## config.mk

```make
export PLATFORM = sky130hd
export DESIGN_NAME = decodificador_pwm
export DESIGN_NICKNAME = d
export VERILOG_FILES = /design/src/rtl/decodificador_pwm.sv
export SDC_FILE = /design/constraint.sdc
export NUM_CORES = 1
export LEC_CHECK = 0
export CORE_MARGIN = 8
export CORE_UTILIZATION = 45
export DETAILED_ROUTE_END_ITERATION = 7
export PLACE_DENSITY_LB_ADDON = 0.08
export SYNTH_ARGS = -nofsm -noshare
export SYNTH_HDL_FRONTEND = slang
export SYNTH_SLANG_ARGS = --single-unit
```

## constraint.sdc

```tcl
create_clock -name clock -period 4.26 [get_ports clock]
set_clock_uncertainty 0.05 [all_clocks]
set_input_delay 0.426 -clock clock [delete_from_list [all_inputs] [get_ports clock]]
set_output_delay 0.426 -clock clock [all_outputs]
set_load 0.1 [all_outputs]
```

## src/rtl/decodificador_pwm.sv

```systemverilog
// Decodes a 4-level PWM width code (0..3) from period/high-time measurements, with tolerance and timeout handling.
// Latency: report outputs update 1 cycle after the synchronized edge (3-4 cycles after the pwm pin edge).
// Backpressure: none; valido/erro are single-cycle pulses that must be sampled when asserted.
module decodificador_pwm #(
    parameter int conf_periodo  = 1250,
    parameter int valor_inicial = 50,
    parameter int tol_largura   = 10,
    parameter int tol_periodo   = 25
) (
    input  logic        clock,
    input  logic        reset,
    input  logic        pwm,
    output logic [1:0]  largura,
    output logic        valido,
    output logic        erro,
    output logic        travado,
    output logic [31:0] alto_medido,
    output logic [31:0] periodo_medido
);

    typedef enum logic [1:0] {ESPERA, MEDE_ALTO, MEDE_BAIXO} estado_t;

    // Without a rising edge for two nominal periods the line is treated as constant.
    localparam logic [31:0] LIMITE = 32'(2 * conf_periodo);

    estado_t     estado;
    logic        sinc1, s, s_ant;
    logic        subida, descida;
    logic [31:0] cnt_per, cnt_alto;
    logic        expirou;
    logic        per_ok, k_ok;
    logic [1:0]  k_val;

    function automatic logic [31:0] sat_inc(input logic [31:0] v);
        return (v == 32'hFFFF_FFFF) ? v : v + 32'd1;
    endfunction

    // Two-flop synchronizer plus one delayed copy for edge detection.
    always_ff @(posedge clock) begin
        if (reset) begin
            sinc1 <= 1'b0;
            s     <= 1'b0;
            s_ant <= 1'b0;
        end else begin
            sinc1 <= pwm;
            s     <= sinc1;
            s_ant <= s;
        end
    end

    assign subida  = s & ~s_ant;
    assign descida = ~s & s_ant;

    // Classify the running counters; only consulted on the closing rising edge.
    always_comb begin
        per_ok = ({2'b00, cnt_per} + 34'(tol_periodo) >= 34'(conf_periodo)) &&
                 ({2'b00, cnt_per} <= 34'(conf_periodo + tol_periodo));
        k_ok   = 1'b0;
        k_val  = 2'd0;
        for (int k = 0; k < 4; k++) begin
            if (({2'b00, cnt_alto} + 34'(tol_largura) >= 34'(k * valor_inicial)) &&
                ({2'b00, cnt_alto} <= 34'(k * valor_inicial + tol_largura))) begin
                k_ok  = 1'b1;
                k_val = 2'(k);
            end
        end
    end

    // Measurement FSM, counters and registered report outputs.
    always_ff @(posedge clock) begin
        if (reset) begin
            estado         <= ESPERA;
            cnt_per        <= 32'd0;
            cnt_alto       <= 32'd0;
            expirou        <= 1'b0;
            largura        <= 2'd0;
            valido         <= 1'b0;
            erro           <= 1'b0;
            travado        <= 1'b0;
            alto_medido    <= 32'd0;
            periodo_medido <= 32'd0;
        end else begin
            valido <= 1'b0;
            erro   <= 1'b0;
            if (subida) begin
                // A rising edge always wins, even on the timeout cycle.
                cnt_per  <= 32'd1;
                cnt_alto <= 32'd1;
                expirou  <= 1'b0;
                estado   <= MEDE_ALTO;
                if (estado == MEDE_BAIXO) begin
                    if (per_ok && k_ok) begin
                        largura        <= k_val;
                        alto_medido    <= cnt_alto;
                        periodo_medido <= cnt_per;
                        valido         <= 1'b1;
                        travado        <= 1'b1;
                    end else begin
                        erro    <= 1'b1;
                        travado <= 1'b0;
                    end
                end
            end else if (!expirou && cnt_per == LIMITE) begin
                // Single report for a flat line; the counter then parks here.
                expirou <= 1'b1;
                estado  <= ESPERA;
                if (s) begin
                    erro    <= 1'b1;
                    travado <= 1'b0;
                end else begin
                    largura        <= 2'd0;
                    alto_medido    <= 32'd0;
                    periodo_medido <= 32'd0;
                    valido         <= 1'b1;
                    travado        <= 1'b1;
                end
            end else begin
                if (!expirou) cnt_per <= sat_inc(cnt_per);
                if (s) cnt_alto <= sat_inc(cnt_alto);
                if (estado == MEDE_ALTO && descida) estado <= MEDE_BAIXO;
            end
        end
    end

endmodule
```

# After elaboration in Yosys (flattened, before gate mapping)
# Index checks and enable logic that the tools add are counted.
# word_totals
reg_bits	139
in_bits	3
elab_cells	114
# classes
bitwise	8
n_eq_ne	12
add_sub_neg	4
n_reduce_logical	20
n_mux	44
order_cmp	10
# op_table
cell	n
$mux 32	8
$add 32x1->32 const B	2
$eq 32x32->1 const B	2
$ge 34x1->1 const B	1
$ge 34x6->1 const B	1
$ge 34x7->1 const B	1
$add 32x4->33 const B	1
$add 32x5->33 const B	1
$ge 33x11->1 const B	1
$ge 33x8->1 const B	1
$eq 32x12->1 const B	1
$le 32x11->1 const B	1
$le 32x4->1 const B	1
$le 32x6->1 const B	1
$le 32x7->1 const B	1
$le 32x8->1 const B	1
$mux 1	29
$mux 2	7
$reduce_and 3->1	4
$logic_and 1x1->1	8
$ne 2x2->1 const B	4
$ne 2x1->1 const B	3
$not 1->1	6
$reduce_and 4->1	1
9 further kinds	11

# Logic depth before layout (Yosys ltp)
# depth
word_depth	11
mapped_depth	14
depth_no_buf	11

# Worst setup path after synthesis
# No wires, ideal clock.
# synth_path
path_kind	register -> register
startpoint	register cnt_alto[1]
endpoint	register alto_medido[0]
t_required_ps	4137
setup_slack_ps	1061
t_arrival_ps	3075
synth_period_minus_slack_ps	3199
n_path_buf	2
path_stages_with_launch	13
cell_sequence	dfxtp_1 -> ha_1 -> o211ai_2 -> or4b_1 -> a2bb2oi_1 -> nand4_1 -> or4_4 -> nor4_4 -> nand3_1 -> nand3_2 -> buf_6 -> buf_8 -> mux2i_1
# synth_between
elab_chain_len	10
elab_cells_between_ends	20
cone_classes	1 x add/sub; 8 x order compare; 1 x eq/ne; 4 x mux; 6 x reduce/logical
# synth_lines
element	line	source
from (decl)	29	logic [31:0] cnt_per, cnt_alto;
from (signal assigned)	119	if (s) cnt_alto <= sat_inc(cnt_alto);
$add 32x4->33	61	if (({2'b00, cnt_alto} + 34'(tol_largura) >= 34'(k * valor_inicial)) &&
$ge 34x1->1	61	
$logic_and 1x1->1	61	
$mux 1 (3 in series)	61	
$mux 1 *	61	
$logic_and 1x1->1 *	92	if (per_ok && k_ok) begin
$ne 2x1->1 (no source line) *	--	
$reduce_and 4->1 (no source line) *	--	
to (signal assigned)	94	alto_medido <= cnt_alto;
to (decl)	17	output logic [31:0] alto_medido,
# Mark *: on every way between the ends. The rest lies on a longest branch, timed or not.
# A chain may end at the register's enable or synchronous reset.

# Worst setup path after layout
# layout_path
startpoint	register cnt_per[0]
endpoint	register periodo_medido[9]
# layout_between
elab_chain_len	6
elab_cells_between_ends	10
cone_classes	1 x add/sub; 2 x order compare; 2 x eq/ne; 5 x reduce/logical
# layout_lines
element	line	source
from (decl)	29	
from (signal assigned)	118	if (!expirou) cnt_per <= sat_inc(cnt_per);
$add 32x5->33	56	per_ok = ({2'b00, cnt_per} + 34'(tol_periodo) >= 34'(conf_periodo)) &&
$ge 33x11->1	56	
$logic_and 1x1->1	56	
$logic_and 1x1->1	92	
$ne 2x1->1 (no source line)	--	
$reduce_and 4->1 (no source line) *	--	
to (signal assigned)	95	periodo_medido <= cnt_per;
to (decl)	18	output logic [31:0] periodo_medido
# Marks and branches as above.

==> flow_summary_export.csv <==
group,metric,value,unit
layout,final_area,8800,µm²
timing,fin_crit,3790,ps
timing,relSlewSlack,25.5,%
timing,maxSlewViolCount,0,
global_route,top_usage_layer,"met2",
placed_design,placed_area,8260,µm²
synthesis,synth_mux_area_share,2.99,%
synthesis,async_flop_share,0,%
power,finalPower,2720,µW
run,max-cap-violations,0,
setup_path,regToRegSetupSlack,470,ps
die,core,16400,µm²
die,die_x,145,µm
cts,cts-root-buf,"clkbuf_16",
power,power.leakage,0.00336,µW
hold_path,min_to,"s",
synthesis,synth-compound-area-share,10.1,%
detailed_routing,drtIter0Drc,409,
synthesis,synthCells,894,
layout,drive_gt1_share,8.00,%
die,rows,47,
global_route,antenna_found_initial,0,
timing,finalCritPeriodShare,89.0,%
synthesis,synth_top_family_by_area,"simple AND/OR/NAND/NOR gates",
layout,syn2layout_area_growth,18.1,%
setup_path,timing.rr.start,"cnt_per[0]",
setup_path,crit_type,"reg -> reg",
die,io_pins,72,
global_route,use_met1,25.3,%
timing,tns,0,ps
detailed_routing,drc_errors,0,
global_route,grt-ovfl-total,0,
setup_path,cp.required,4560,ps
die,dieArea,20900,µm²
layout,seqCellArea,2780,µm²
timing,holdWs,386,ps
synthesis,synth_xor_area_share,8.94,%
global_route,grt_pass1_wl,32.4,mm
cts,insertion_delay,420,ps
hold_path,min_path_cells,1,
synthesis,yosysWarnings,0,
cts,tritoncts,"built",
timing,rsz0062_at_grt,"no",
cts,clkSinkCount,139,
power,irDropWorstVdd,278,µV
synthesis,synth_cell_types,72,
synthesis,yosysSeqAreaShare,37.4,%
synthesis,synth_nets,907,
hold_path,hold_path_class,"reg -> reg",
detailed_routing,firstDrtPassIters,5,
synthesis,synth-adder-area-share,1.68,%
cts,cts.path.max_buffers,2,
setup_path,path_max_fanout,49,
global_route,grt_use_met2,31.0,%
detailed_routing,vias_per_cell,5.67,
cts,cts_setup_buffers,0,
synthesis,synth-simple-area-share,33.3,%
timing,hold_viol,0,
detailed_routing,wl,20.0,mm
global_route,use_met3,3.77,%
setup_path,reg2regPathDepth,10,
cts,cts_made_buffers,17,
power,power_density,309,nW/µm²
cts,ctsHoldBuffers,0,
layout,nFillCells,1507,
layout,multi_input_area,4260,µm²
placed_design,buffer_ports.inserted,71,
synthesis,synth-seq-cells,139,
placed_design,gp_congestion,0.975,
synthesis,synth_edf_count,0,
layout,layout.nets,938,
global_route,grt_pass1_vias,6167,
cts,ctsHtreeMaxLevel,4,
setup_path,arrival,4090,ps
detailed_routing,ant_nets,0,
timing,fmax,264,MHz
cts,post_cts_resized,0,
status,status,"completed",
placed_design,dp_hpwl,14.1,mm
synthesis,postSynthAreaPerCell,8.33,µm²
setup_path,worstSetupStartpointType,"register",
detailed_routing,dr_total_vias,6571,
die,fp.dieH,145,µm
detailed_routing,wl_per_cell,17.3,µm
timing,setup_viol,0,
cts,cts.clk_slew.worst_paths,60,ps
timing,worst_pin_slew,1110,ps
layout,final_util,53.6,%
setup_path,timing.rr.end,"periodo_medido[9]",
global_route,grt_max_degree,57,
die,start_util,45.4,%
synthesis,synth_ff_type,"dfxtp_1",
synthesis,syn_area,7450,µm²
layout,n_antenna_cell,0,
hold_path,hp-start,"sinc1",
setup_path,cp-end-kind,"register",
global_route,grt_usage,19.3,%
-- power breakdown --
group | switching (µW) | internal (µW) | total (µW)
clock | 587 | 762 | 1350
combinational | 42.6 | 17.9 | 60.5
sequential | 7.66 | 1300 | 1310
-- layer usage --
metal / vias to the layer above / wire [µm]
met4: 0 / 333
met3: 27 / 784
met2: 166 / 9670
met1: 3125 / 9210
met5: - / 0
li1: 3253 / -
-- cell type report --
type,count,area share [%]
timing repair buffer,94,10.3
inverter,11,0.469
multi-input combinational,662,48.4
tap,220,3.13
clock inverter,12,1.01
sequential,139,31.6
clock buffer,20,5.08
-- cells by family after synthesis --
| group | Yosys count |
|---|---|
| simple gates | 449 |
| flops | 139 |
| compound gates | 105 |
| buf+inv | 93 |
| xor+xnor | 76 |
| mux | 22 |
| fa+ha+maj | 10 |
-- worst max-delay path by stage --
stage	startpoint	to	slack, ps	depth (start not counted)
final	cnt_per[0]	periodo_medido[9]	470	10
after global routing	cnt_alto[4]	periodo_medido[9]	240	10
after floorplan	cnt_alto[1]	alto_medido[0]	1060	12
after CTS	cnt_alto[4]	periodo_medido[9]	490	10
after global placement	cnt_alto[4]	periodo_medido[10]	600	10
after detailed placement	cnt_alto[4]	periodo_medido[10]	530	10
-- flip-flops by register name, summed over array words and instances (netlist names) --
| register | flops |
|---|---|
| periodo_medido | 32 |
| expirou | 1 |
| cnt_per | 32 |
| s | 1 |
| estado | 2 |
| largura | 2 |
| sinc1 | 1 |
| erro | 1 |
| valido | 1 |
| alto_medido | 32 |
| travado | 1 |
| cnt_alto | 32 |
| s_ant | 1 |
-- synth_stat cells, drive strengths merged (4+ instances only) --
| cell type | count | share of area (%) |
|---|---|---|
| o31ai | 5 | 0.57 |
| nand2 | 77 | 3.9 |
| nor4 | 27 | 3.1 |
| inv | 11 | 0.55 |
| ha | 10 | 1.7 |
| nand4 | 37 | 3.3 |
| xor2 | 37 | 4.4 |
| and4 | 15 | 1.8 |
| nor3 | 25 | 1.7 |
| a31oi | 13 | 1.1 |
| mux2i | 20 | 2.7 |
| a21oi | 21 | 1.4 |
| or4 | 6 | 0.71 |
| buf | 33 | 2.7 |
| nor3b | 8 | 0.81 |
| xnor2 | 39 | 4.6 |
| or3 | 14 | 1.2 |
| a211oi | 7 | 0.77 |
| a41oi | 5 | 0.59 |
| nor2b | 6 | 0.50 |
| o21ai | 19 | 1.3 |
| and2 | 6 | 0.50 |
| and3 | 69 | 5.8 |
| nand3 | 49 | 3.4 |
| dfxtp | 139 | 37 |
| a21o | 4 | 0.40 |
| nor2 | 92 | 4.6 |
| a211o | 5 | 0.59 |
| nand2b | 6 | 0.50 |
| clkbuf | 49 | 2.5 |
-- cells in the final DEF, fill, tap and decap left out, drive strengths merged, types with 20 or more instances in the layout --
cell type and instances:
buf 23, nand2 77, nand4 37, nor3 25, and3 69, dfxtp 139, clkdlybuf4s50 71, xnor2 39
nor4 27, mux2i 20, clkbuf 20, nor2 92, xor2 37, nand3 49, a21oi 21
-- through the flow --
step / cells / setup slack (ps)
floorplan: 894 / 1060
global placement: 1126 / 597
detailed placement: 1126 / 527
CTS: 1158 / 495
global route: 1158 / 235
finish: 1158 / 467
-- worst max-delay path: stages, from the launching register on --
cell and delay [ps]:
dfxtp_1 410, ha_1 340, a211oi_1 690, nor4_1 120, or4_1 500, a2111oi_0 390, nand3_1 170, and4b_1 300
nand3_2 280, buf_12 250, mux2i_1 210
Note: power is estimated with default switching activity, not from simulation.
